<file path="config.mk">
export PLATFORM = sky130hd
export DESIGN_NAME = push_event_arbiter
export DESIGN_NICKNAME = d
export VERILOG_FILES = /design/src/rtl/push_event_arbiter.sv
export SDC_FILE = /design/constraint.sdc
export NUM_CORES = 1
export LEC_CHECK = 0
export ABC_AREA = 1
export CORE_MARGIN = 8
export CORE_UTILIZATION = 60
export CTS_CLUSTER_SIZE = 16
export DETAILED_ROUTE_END_ITERATION = 8
export PLACE_DENSITY = 0.81
export SETUP_SLACK_MARGIN = 0.4
export SLEW_MARGIN = 20
export SYNTH_ARGS = -nofsm -noshare
export SYNTH_HDL_FRONTEND = slang
export SYNTH_SLANG_ARGS = --single-unit
</file>
<file path="constraint.sdc">
create_clock -name i_Clk -period 3.4 [get_ports i_Clk]
set_clock_uncertainty 0.05 [all_clocks]
set_input_delay 0.68 -clock i_Clk [delete_from_list [all_inputs] [get_ports i_Clk]]
set_output_delay 0.68 -clock i_Clk [all_outputs]
set_load 0.1 [all_outputs]
</file>
<file path="src/rtl/push_event_arbiter.sv">
// -----------------------------------------------------------------------------
// push_event_arbiter
//
// Collects single-cycle press pulses from four push lanes. Each press is held
// in a per-lane pending bit. One pending lane per cycle is picked round-robin
// and written into a small output event queue, which the consumer drains with
// a valid/ready handshake. If a lane is pressed again while its earlier press
// is still pending, the two presses merge into one event and a sticky overrun
// flag is set.
//
// Optional feature (compile-time macro PUSH_TIMESTAMP_EN):
//   A free-running TS_W-bit counter is added. Each lane latches the counter
//   value on its press. That value travels with the event and appears on o_Time.
//   When the macro is undefined, the counter, the per-lane timestamps and
//   o_Time are not built.
//
// Parameters
//   FIFO_DEPTH  event queue depth (power of two, >= 2)
//   TS_W        timestamp counter width
//
// Ports
//   i_Clk      clock, rising edge
//   i_Rst      synchronous reset, active low
//   i_Push     per-lane press pulses (4 lanes)
//   o_Valid    queue head valid (o_Count != 0)
//   i_Ready    consumer accepts the head this cycle
//   o_Lane     lane index of the head event
//   o_Time     capture timestamp of the head event (PUSH_TIMESTAMP_EN only)
//   o_Count    queue occupancy
//   o_Overrun  sticky: a press was merged into a still-pending one
// -----------------------------------------------------------------------------
module push_event_arbiter #(
  parameter int FIFO_DEPTH = 4,
  parameter int TS_W       = 16
) (
  input  logic                          i_Clk,
  input  logic                          i_Rst,
  input  logic [3:0]                    i_Push,
  output logic                          o_Valid,
  input  logic                          i_Ready,
  output logic [1:0]                    o_Lane,
`ifdef PUSH_TIMESTAMP_EN
  output logic [TS_W-1:0]               o_Time,
`endif
  output logic [$clog2(FIFO_DEPTH):0]   o_Count,
  output logic                          o_Overrun
);

  localparam int AW = $clog2(FIFO_DEPTH);
  localparam int CW = AW + 1;

  logic [3:0]    pending;
  logic [1:0]    last_grant;
  logic          overrun;
  logic [CW-1:0] count;
  logic [AW-1:0] wr_ptr;
  logic [AW-1:0] rd_ptr;
  logic [1:0]    lane_mem [FIFO_DEPTH];

  logic          full;
  logic          found;
  logic          grant_en;
  logic [1:0]    grant_lane;
  logic [3:0]    grant_vec;
  logic          pop;

  // Round-robin pick: start at the lane after the last grant. At i == 4 the
  // index wraps back to last_grant itself, which is checked last.
  always_comb begin
    logic [1:0] idx;
    // NOTE: every signal driven here gets a default first so no path leaves it
    // unassigned; an unassigned path would infer a latch.
    idx        = '0;
    found      = 1'b0;
    grant_lane = '0;
    for (int i = 1; i <= 4; i++) begin
      idx = last_grant + 2'(i);
      if (!found && pending[idx]) begin
        grant_lane = idx;
        found      = 1'b1;
      end
    end
  end

  // Fullness is judged on the occupancy before this cycle's pop. A pop while
  // full therefore never makes room for a write in the same cycle.
  assign full      = (count == CW'(FIFO_DEPTH));
  assign grant_en  = found && !full;
  assign grant_vec = grant_en ? (4'b0001 << grant_lane) : 4'b0000;
  assign pop       = (count != '0) && i_Ready;

  // NOTE: all state uses non-blocking assignments. Every register then samples
  // the pre-edge values, whatever order the statements are written in.
  always_ff @(posedge i_Clk) begin
    if (!i_Rst) begin
      pending    <= '0;
      last_grant <= 2'd3;            // lane 0 is searched first
      overrun    <= 1'b0;
      count      <= '0;
      wr_ptr     <= '0;
      rd_ptr     <= '0;
    end else begin
      // A re-press on the lane being granted starts a fresh event.
      pending <= i_Push | (pending & ~grant_vec);
      if (|(i_Push & pending & ~grant_vec))
        overrun <= 1'b1;
      if (grant_en) begin
        last_grant <= grant_lane;
        wr_ptr     <= wr_ptr + 1'b1;
      end
      if (pop)
        rd_ptr <= rd_ptr + 1'b1;
      count <= count + CW'(grant_en) - CW'(pop);
    end
  end

  // NOTE: queue storage has no reset. Only the pointers and the count define
  // which entries are live, and the head outputs are forced to zero while the
  // queue is empty.
  always_ff @(posedge i_Clk) begin
    if (i_Rst && grant_en)
      lane_mem[wr_ptr] <= grant_lane;
  end

  assign o_Valid   = (count != '0);
  assign o_Count   = count;
  assign o_Overrun = overrun;
  assign o_Lane    = o_Valid ? lane_mem[rd_ptr] : 2'd0;

`ifdef PUSH_TIMESTAMP_EN
  logic [TS_W-1:0] ts;
  logic [TS_W-1:0] lane_ts  [4];
  logic [TS_W-1:0] time_mem [FIFO_DEPTH];

  // Free-running counter that wraps naturally. Each lane captures the counter
  // value seen on its press edge. A merged re-press refreshes that capture.
  always_ff @(posedge i_Clk) begin
    if (!i_Rst) begin
      ts <= '0;
      for (int k = 0; k < 4; k++)
        lane_ts[k] <= '0;
    end else begin
      ts <= ts + 1'b1;
      for (int k = 0; k < 4; k++)
        if (i_Push[k])
          lane_ts[k] <= ts;
    end
  end

  // The granted event carries the timestamp held before this edge. A press on
  // the same lane at the same edge only updates the lane's capture register.
  always_ff @(posedge i_Clk) begin
    if (i_Rst && grant_en)
      time_mem[wr_ptr] <= lane_ts[grant_lane];
  end

  assign o_Time = o_Valid ? time_mem[rd_ptr] : '0;
`endif

endmodule

</file>
=== After elaboration in Yosys (flattened, before gate mapping) ===
Memories as Yosys holds them, arrays and structs flattened. A register that Yosys moved wholly into a read port is not among the register bits.
Cells that the tools add are included.

* $add $sub $neg: 7
* Order comparisons: 4
* Eq/ne operators: 1
* Shift operators: 1
* Mux-type cells: 22
* Bitwise logic cells: 5
* Reduce and logical (&&, ||, !) cells: 12

{| class="wikitable"
|+ Operator list
! cell !! count
|-
| 2-bit 2-to-1 mux || 7
|-
| 4-bit AND || 3
|-
| 2-bit by 3-bit < comparator with 1-bit output, second input constant || 4
|-
| 1-bit 2-to-1 mux || 10
|-
| 1-bit binary-select mux with 2-bit select || 4
|-
| 2-bit by 1-bit adder with 2-bit output, second input constant || 3
|-
| 1-bit logical AND || 6
|-
| 2-bit adder, second input constant || 2
|-
| 1-bit logical NOT || 4
|-
| 4-bit 2-to-1 mux || 1
|-
| 4-bit inverter || 1
|-
| 4-bit OR || 1
|-
| 4-bit OR reduction || 1
|-
| 1-bit by 2-bit left shift with 4-bit output, first input constant || 1
|-
| 3-bit by 1-bit adder with 3-bit output || 1
|-
| 3-bit equality test, second input constant || 1
|-
| 3-bit nonzero test || 1
|-
| 3-bit by 1-bit subtractor with 3-bit output || 1
|}

* Bits in registers: 14
* Memory bits (writable): 8
* Output and inout port bits: 7
* Logic and storage cells: 59
* Memories: 1

{| class="wikitable"
|+ Memories
! memory !! depth !! bits a word !! read ports !! clocked after memory_dff !! wr ports !! RTL line !! RTL
|-
| lane_mem || 4 || 2 || 1 || 1 || 1 || 58 || <nowiki>logic [1:0] lane_mem [FIFO_DEPTH];</nowiki>
|}

=== Logic depth before layout (Yosys ltp) ===
Gate-level depths: netlist (run 1).

* Depth after elaboration: 18
* Gate-level depth with buffers: 16

=== Worst setup path after synthesis (run 1) ===
OpenSTA, ideal clock, no wires.

* Path type: flip-flop to output port
* From: register count[0], in the netlist o_Count[0]
* To: output port o_Lane[0]
* Arrival time: 2.682 ns
* Required time: 2.670 ns
* Setup slack: -0.012 ns
* Cell stages (with the launch flop): 3
* Buffers on the path: 0
* Path through: dfxtp_1 nor3_1 a21oi_1

* Word-level cells in the longest chain between the ends: 2

{| class="wikitable"
|+ Ends and longest elaborated chain
! item !! RTL line !! RTL
|-
| from (decl) || 55 || <nowiki>logic [CW-1:0] count;</nowiki>
|-
| from (signal assigned) || 113 || <nowiki>count <= count + CW'(grant_en) - CW'(pop);</nowiki>
|-
| 3-bit nonzero test || 125 || <nowiki>assign o_Valid = (count != '0);</nowiki>
|-
| 2-bit 2-to-1 mux || 128 || <nowiki>assign o_Lane = o_Valid ? lane_mem[rd_ptr] : 2'd0;</nowiki>
|-
| to (decl) || 41 || <nowiki>output logic [1:0] o_Lane,</nowiki>
|}

Every way passes these cells.

=== Worst setup path after layout (run 1) ===
* From: register last_grant[0]
* To: register count[2], in the netlist o_Count[2]

* Word-level cells in the longest chain between the ends: 16
* Elaborated cells between the ends (all ways): 24
* Those cells by class: add/sub (5); mux (12); reduce/logical (7)

{| class="wikitable"
|+ Ends and longest elaborated chain
! item !! RTL line !! RTL
|-
| from (decl) || 53 || <nowiki>logic [1:0] last_grant;</nowiki>
|-
| from (signal assigned) || 108 || <nowiki>last_grant <= grant_lane;</nowiki>
|-
| 2-bit by 1-bit adder with 2-bit output || 77 || <nowiki>idx = last_grant + 2'(i);</nowiki>
|-
| 1-bit binary-select mux with 2-bit select || 78 || <nowiki>if (!found && pending[idx]) begin</nowiki>
|-
| 1-bit 2-to-1 mux (implied by the code) || 78 ||
|-
| 1-bit 2-to-1 mux || 78 ||
|-
| 1-bit logical NOT || 78 ||
|-
| 1-bit logical AND || 78 ||
|-
| 1-bit 2-to-1 mux || 78 ||
|-
| 1-bit logical NOT || 78 ||
|-
| 1-bit logical AND || 78 ||
|-
| 1-bit 2-to-1 mux || 78 ||
|-
| 1-bit logical NOT || 78 ||
|-
| 1-bit logical AND || 78 ||
|-
| 1-bit 2-to-1 mux * || 78 ||
|-
| 1-bit logical AND * || 88 || <nowiki>assign grant_en = found && !full;</nowiki>
|-
| 3-bit by 1-bit adder with 3-bit output * || 113 ||
|-
| 3-bit by 1-bit subtractor with 3-bit output * || 113 ||
|}

Every way passes the cells marked *; elsewhere a longest branch is shown, timed or not. The select of a mux whose other input is x is not followed.
A chain may end at the register's enable or synchronous reset.

==> metrics.txt, run 1 <==
die boundary width=64.7 µm; Yosys warning total=0; Antenna diodes=0; required time of the worst setup path=3.60 ns; final WL=2670 µm; netlist area before placement=0.00142 mm²; setup fix buffers added after clock tree synthesis=0; Detail Placement HPWL=2190 µm; height of the die=64.7 µm; initial cell density of the core=a little under two thirds; signed area change from the synthesized netlist to the final layout=13.3%; Filler cells=~180; IO Port Bufs=13; Via-to-Cell Ratio=5.19; Max Clk Rate=0.397 GHz; number of global-route vias before repair=1,118; number of nets with antenna violations after routing=0; share of the cycle needed by the critical path after routing=74.2%; register area share after synthesis=39.4%; Avg Synthesized Cell Area=7.81 µm²; cell breakdown of the critical path=inv_6 -> nand2_2 -> nand2_1 -> nor2_1 -> nor2_1 -> nand3_4 -> nand2_4 -> ha_1 -> inv_1 -> ha_1 -> fa_1 -> inv_1 -> o21ai_0 -> a21oi_1; number of cells in the finished layout apart from fillers=225; global routing usage summed across all routing layers=between 10% and 20%; placeable core region=0.00223 mm²; Worst EP arrival=approximately 2.7 ns; Worst Setup Start Kind=flip-flop; DRT iter0 DRCs=32; minimum clock period=2.52 ns; total number of vias=1,167; Tightest Pin Transition=0.410 ns; clock latency on the worst-skew pair=0.31 ns; die area=0.00418 mm²; CTS tree=done; standard-cell rows=17; total instance count after detailed placement=221; number of clock sinks=24; RSZ-0062 raised after global routing=false; remaining global-route overflow=0; routability-driven placement congestion ratio=0.848; Max Root-Sink Buffers=2; slowest cell on the critical path=sky130_fd_sc_hd__dfxtp_1; average wire per cell in the routed design=11.8 µm; CP endpoint kind=flip-flop; Slew Limit Headroom=72.4%; max-slew violation count=0; count of cells resized by post-cts repair=0; DRC viols=0; number of buffers created by CTS=3; MaxCap Viol Count=0; Crit Path Class=reg -> reg; commonest cells after routing, fill and taps aside=sky130_fd_sc_hd__nand2_1 (35), sky130_fd_sc_hd__inv_1 (26), sky130_fd_sc_hd__nor2_1 (24); number of buffers inserted for hold repair after clock tree synthesis=0; number of hold-slack violations in the final timing report=0; setup TNS=0 ns; worst-case hold slack=0.451 ns; number of antenna violations at the first check in global routing=0; clock-pin slew on the worst setup and hold paths=0.13 ns; share of post-route cells with drive strength above 1=21.3%; maximum level of the CTS H-tree=1; synthesized flop and latch total=24; I/O pin count=14; buffer type at the clock tree root=sky130_fd_sc_hd__clkbuf_4; run status=finished, final reports clean; minimum setup slack among reg-to-reg paths=approximately 0.88 ns; setup-violating endpoint count in the final report=0; gate count after technology mapping=182; most common cell after layout, fill and taps aside=sky130_fd_sc_hd__nand2_1; worst-path fanout max=9; maximum number of pins on one net before global-route repair=15; max incr delay on CP=0.59 ns; Hold WC Path Type=reg -> reg; wire length of the first global-routing pass=4440 µm; Net Count, Synth=196; distinct cell type count after synthesis=27; Final #Nets=212; count of TritonRoute iterations in the first routing pass=6
## registers in the layout (all words and copies together), names as in the netlist, named ones only
register / flops
lane_mem: 8
pending: 4
o_Count: 3
last_grant: 2
rd_ptr: 2
wr_ptr: 2
o_Overrun: 1
## worst max-delay path, delay by kind of cell, from the launching register on
kind / cells / cell delay [ns]
adder cells (fa/ha/maj): 3 / 0.82
AND/OR/NAND/NOR: 6 / 0.60
flip-flops: 1 / 0.59
buffers and inverters: 3 / 0.20
AO/OA/AOI/OAI: 2 / 0.20
## area by class of cell
| cell class | instances | area [µm²] | share of cell area (%) |
|---|---|---|---|
| Tap cell | 28 | 35.0 | 2.18 |
| Inverter | 33 | 131 | 8.16 |
| Sequential cell | 24 | 564 | 35.0 |
| Clock inverter | 1 | 30.0 | 1.86 |
| Timing Repair Buffer | 13 | 113 | 6.99 |
| Clock buffer | 3 | 22.5 | 1.40 |
| Multi-Input combinational cell | 123 | 714 | 44.4 |
## cells by family after synthesis
logic type	Yosys count	share of synthesized area, %
flip-flops	24	39.4
adder cells (fa/ha/maj)	7	6.69
AND/OR/NAND/NOR	88	33.1
buffers and inverters	35	10.3
AO/OA/AOI/OAI	27	9.86
XOR/XNOR	1	0.616
## metal layers
layer  track usage (%)  up-vias  wire length [µm]
met5                 0        -                 0
met4              4.36        0                34
met3              2.75        4               125
met2              23.2       30              1390
met1              14.6      530              1120
li1                  -      603                 -
## synthesized netlist by cell type
master	instances	area [µm²]
sky130_fd_sc_hd__dfxtp_1	16	320
sky130_fd_sc_hd__clkbuf_1	1	3.75
sky130_fd_sc_hd__nand2_4	6	67.6
sky130_fd_sc_hd__nand2_1	35	131
sky130_fd_sc_hd__buf_6	1	11.3
sky130_fd_sc_hd__nand3_4	1	17.5
sky130_fd_sc_hd__nand4_1	2	12.5
sky130_fd_sc_hd__nor3_1	1	5.00
sky130_fd_sc_hd__nor2_8	1	20.0
sky130_fd_sc_hd__nand2_2	9	56.3
sky130_fd_sc_hd__inv_4	1	6.26
sky130_fd_sc_hd__o21ai_1	1	5.00
sky130_fd_sc_hd__edfxtp_1	8	240
sky130_fd_sc_hd__o21ai_0	11	55.1
sky130_fd_sc_hd__inv_1	26	97.6
sky130_fd_sc_hd__inv_6	1	8.76
sky130_fd_sc_hd__a21oi_1	13	65.1
sky130_fd_sc_hd__ha_1	6	75.1
sky130_fd_sc_hd__inv_2	4	15.0
sky130_fd_sc_hd__nand3_1	4	20.0
sky130_fd_sc_hd__xor2_1	1	8.76
sky130_fd_sc_hd__fa_1	1	20.0
sky130_fd_sc_hd__o211ai_1	1	7.51
sky130_fd_sc_hd__nor2_1	24	90.1
sky130_fd_sc_hd__o21bai_1	1	7.51
sky130_fd_sc_hd__nand3_2	5	50.1
sky130_fd_sc_hd__clkinv_1	1	3.75
## final timing paths
path                      start          to  depth (start not counted)
hold / removal        rd_ptr[0]   rd_ptr[0]                          1
setup reg to reg  last_grant[0]  o_Count[2]                         14
hold reg to reg       rd_ptr[0]   rd_ptr[0]                          1
setup / recovery  last_grant[0]  o_Count[2]                         14
## stage by stage
stage	cell area [µm²]	setup WS (ns)	utilization (%)
global placement	1560	0.956	69.7
finish	1610	0.878	72.1
detailed placement	1560	0.915	69.7
CTS	1610	0.872	72.1
global route	1610	0.708	72.1
floorplan	1430	0.350	-
Power of run 1 is not shown: default switching activity piles up to over one toggle a cycle in this logic, so the estimate is an artifact.
==> inputs of run 2 (changes only) <==
- CORE_UTILIZATION: 60 -> 50
- PLACE_DENSITY: 0.81 -> 0.72
- clock period: 3.4 -> 2.04 ns (I/O delays scaled with it)
==> run 2 against run 1 <==
The run now ends with setup timing left. Cell count up 12%. Hold slack worse by 0.029 ns. Non-clock buffer count up 25. Maximum frequency up 15%. Count of clock-buffer cells in the layout unchanged. First-iteration DRC count up 13%. Die area up 15%. Register-to-register slack worse by 1.0 ns. Routed wire length up 24%. Worst setup slack worse by 1.0 ns. Critical path depth up 2. Core utilization up 4.3 points. Critical endpoint unchanged.
==> metrics.txt, run 2 (same netlist as run 1, synthesis figures left out) <==
run status=finished with violations; failing checks=setup timing; clock latency on the worst-skew pair=0.32 ns; Largest Register=lane_mem; signed area change from the synthesized netlist to the final layout=47.0%; remaining global-route overflow=0; Via-to-Cell Ratio=a little over 5; height of the die=just under 70 µm; most common cell after layout, fill and taps aside=sky130_fd_sc_hd__nand2_1; RSZ-0062 raised after global routing=true; Hold WC Path Type=reg -> reg; DRC viols=0; setup TNS=-0.282 ns; share of the cycle needed by the critical path after routing=107%; number of nets with antenna violations after routing=0; number of hold-slack violations in the final timing report=0; post-route design area=0.00209 mm²; max-slew violation count=0; Met1 Wirelength=1470 µm; standard-cell rows=19; number of global-route vias before repair=around 1,300; Tightest Pin Transition=0.369 ns; CP endpoint kind=flip-flop; detailed route wirelength on metal2=~1700 µm; Detail Placement HPWL=approximately 2400 µm; die area=0.00480 mm²; IO Port Bufs=13; routability-driven placement congestion ratio=0.801; Crit Path Class=reg -> reg; commonest cells after routing, fill and taps aside=sky130_fd_sc_hd__nand2_1 (29), sky130_fd_sc_hd__buf_4 (25), sky130_fd_sc_hd__inv_1 (22); I/O pin count=14; instance area after placement=0.00179 mm²; average wire per cell in the routed design=13.0 µm; MaxCap Viol Count=0; global routing usage summed across all routing layers=14.4%; DR WL met3=67 µm; worst-path fanout max=9; Worst Setup Start Kind=flip-flop; Slew Limit Headroom=75.3%; Final #Nets=237; setup-violating endpoint count in the final report=2; wire length of the first global-routing pass=between 5000 and 6000 µm; CTS tree=done; count of TritonRoute iterations in the first routing pass=4; maximum level of the CTS H-tree=1; number of clock sinks=24; clock-pin slew on the worst setup and hold paths=0.14 ns; number of buffers inserted for hold repair after clock tree synthesis=0; Filler cells=~180; placeable core region=0.00273 mm²; Max Root-Sink Buffers=2; required time of the worst setup path=between 2 and 2.5 ns; DRT iter0 DRCs=36; number of buffers created by CTS=3; number of flip-flops under the largest register name=8; total number of vias=1,277; DR top layer=met4; final setup slack of the worst path=-0.148 ns; worst setup slack after placement=-0.128 ns; Antenna diodes=0; maximum number of pins on one net before global-route repair=15; Max Clk Rate=0.457 GHz; share of post-route cells with drive strength above 1=45.0%; initial cell density of the core=roughly 52%; die boundary width=69.3 µm; final WL=3290 µm; minimum clock period=2.19 ns; buffer type at the clock tree root=sky130_fd_sc_hd__clkbuf_4; Worst EP arrival=2.38 ns; number of antenna violations at the first check in global routing=0
==> run 2: worst max-delay path, cell delays in order, from the launching register on <==
cell and delay, ns:
sky130_fd_sc_hd__dfxtp_2 0.35, sky130_fd_sc_hd__buf_12 0.14, sky130_fd_sc_hd__inv_8 0.07, sky130_fd_sc_hd__nand2_2 0.05
sky130_fd_sc_hd__nand2_2 0.09, sky130_fd_sc_hd__nand2_4 0.07, sky130_fd_sc_hd__nand2_4 0.09, sky130_fd_sc_hd__nor2_8 0.04
sky130_fd_sc_hd__nand3_4 0.08, sky130_fd_sc_hd__nand2_4 0.06, sky130_fd_sc_hd__ha_4 0.26, sky130_fd_sc_hd__inv_2 0.03
sky130_fd_sc_hd__ha_4 0.14, sky130_fd_sc_hd__fa_2 0.33, sky130_fd_sc_hd__inv_2 0.06, sky130_fd_sc_hd__o21ai_1 0.05
sky130_fd_sc_hd__a21oi_1 0.14
==> run 2: through the flow <==
| step | cells | hold WS (ns) | util [%] |
|---|---|---|---|
| detailed placement | 238 | 0.403 | 65.5 |
| finish | 253 | 0.422 | 76.4 |
| CTS | 250 | 0.424 | 74.5 |
| global placement | 238 | 0.398 | 65.5 |
| floorplan | 182 | 0.386 | - |
| global route | 253 | 0.453 | 76.4 |
==> run 2: worst paths after layout <==
kind                  from    endpoint  depth (start not counted)  slack, ns
max          last_grant[0]  o_Count[2]                         16      -0.15
min              rd_ptr[1]   rd_ptr[1]                          2       0.42
max reg2reg  last_grant[0]  o_Count[2]                         16      -0.15
min reg2reg      rd_ptr[1]   rd_ptr[1]                          2       0.42
==> run 2: per-layer routing <==
layer,vias up,GRT usage (%)
met2,17,25.4
met1,595,17.4
li1,659,-
met5,-,0
met4,0,3.64
met3,6,2.72
==> run 2: layout make-up <==
cell class | instances | area (µm²) | share of cell area (%)
multi-input cells | 123 | 912 | 43.7
clock buffers | 3 | 22.5 | 1.08
flip-flops and latches | 24 | 576 | 27.5
repair buffers | 38 | 362 | 17.3
well taps | 31 | 38.8 | 1.86
clock inverters | 1 | 30.0 | 1.44
inverters | 33 | 149 | 7.13
==> run 2: what timing repair did <==
action	CTS	global route
endpoints found under the setup margin	25	31
resized for setup	34	10
pin swaps	12	10
setup buffers	8	3
Power of run 2 is left out for the same reason.
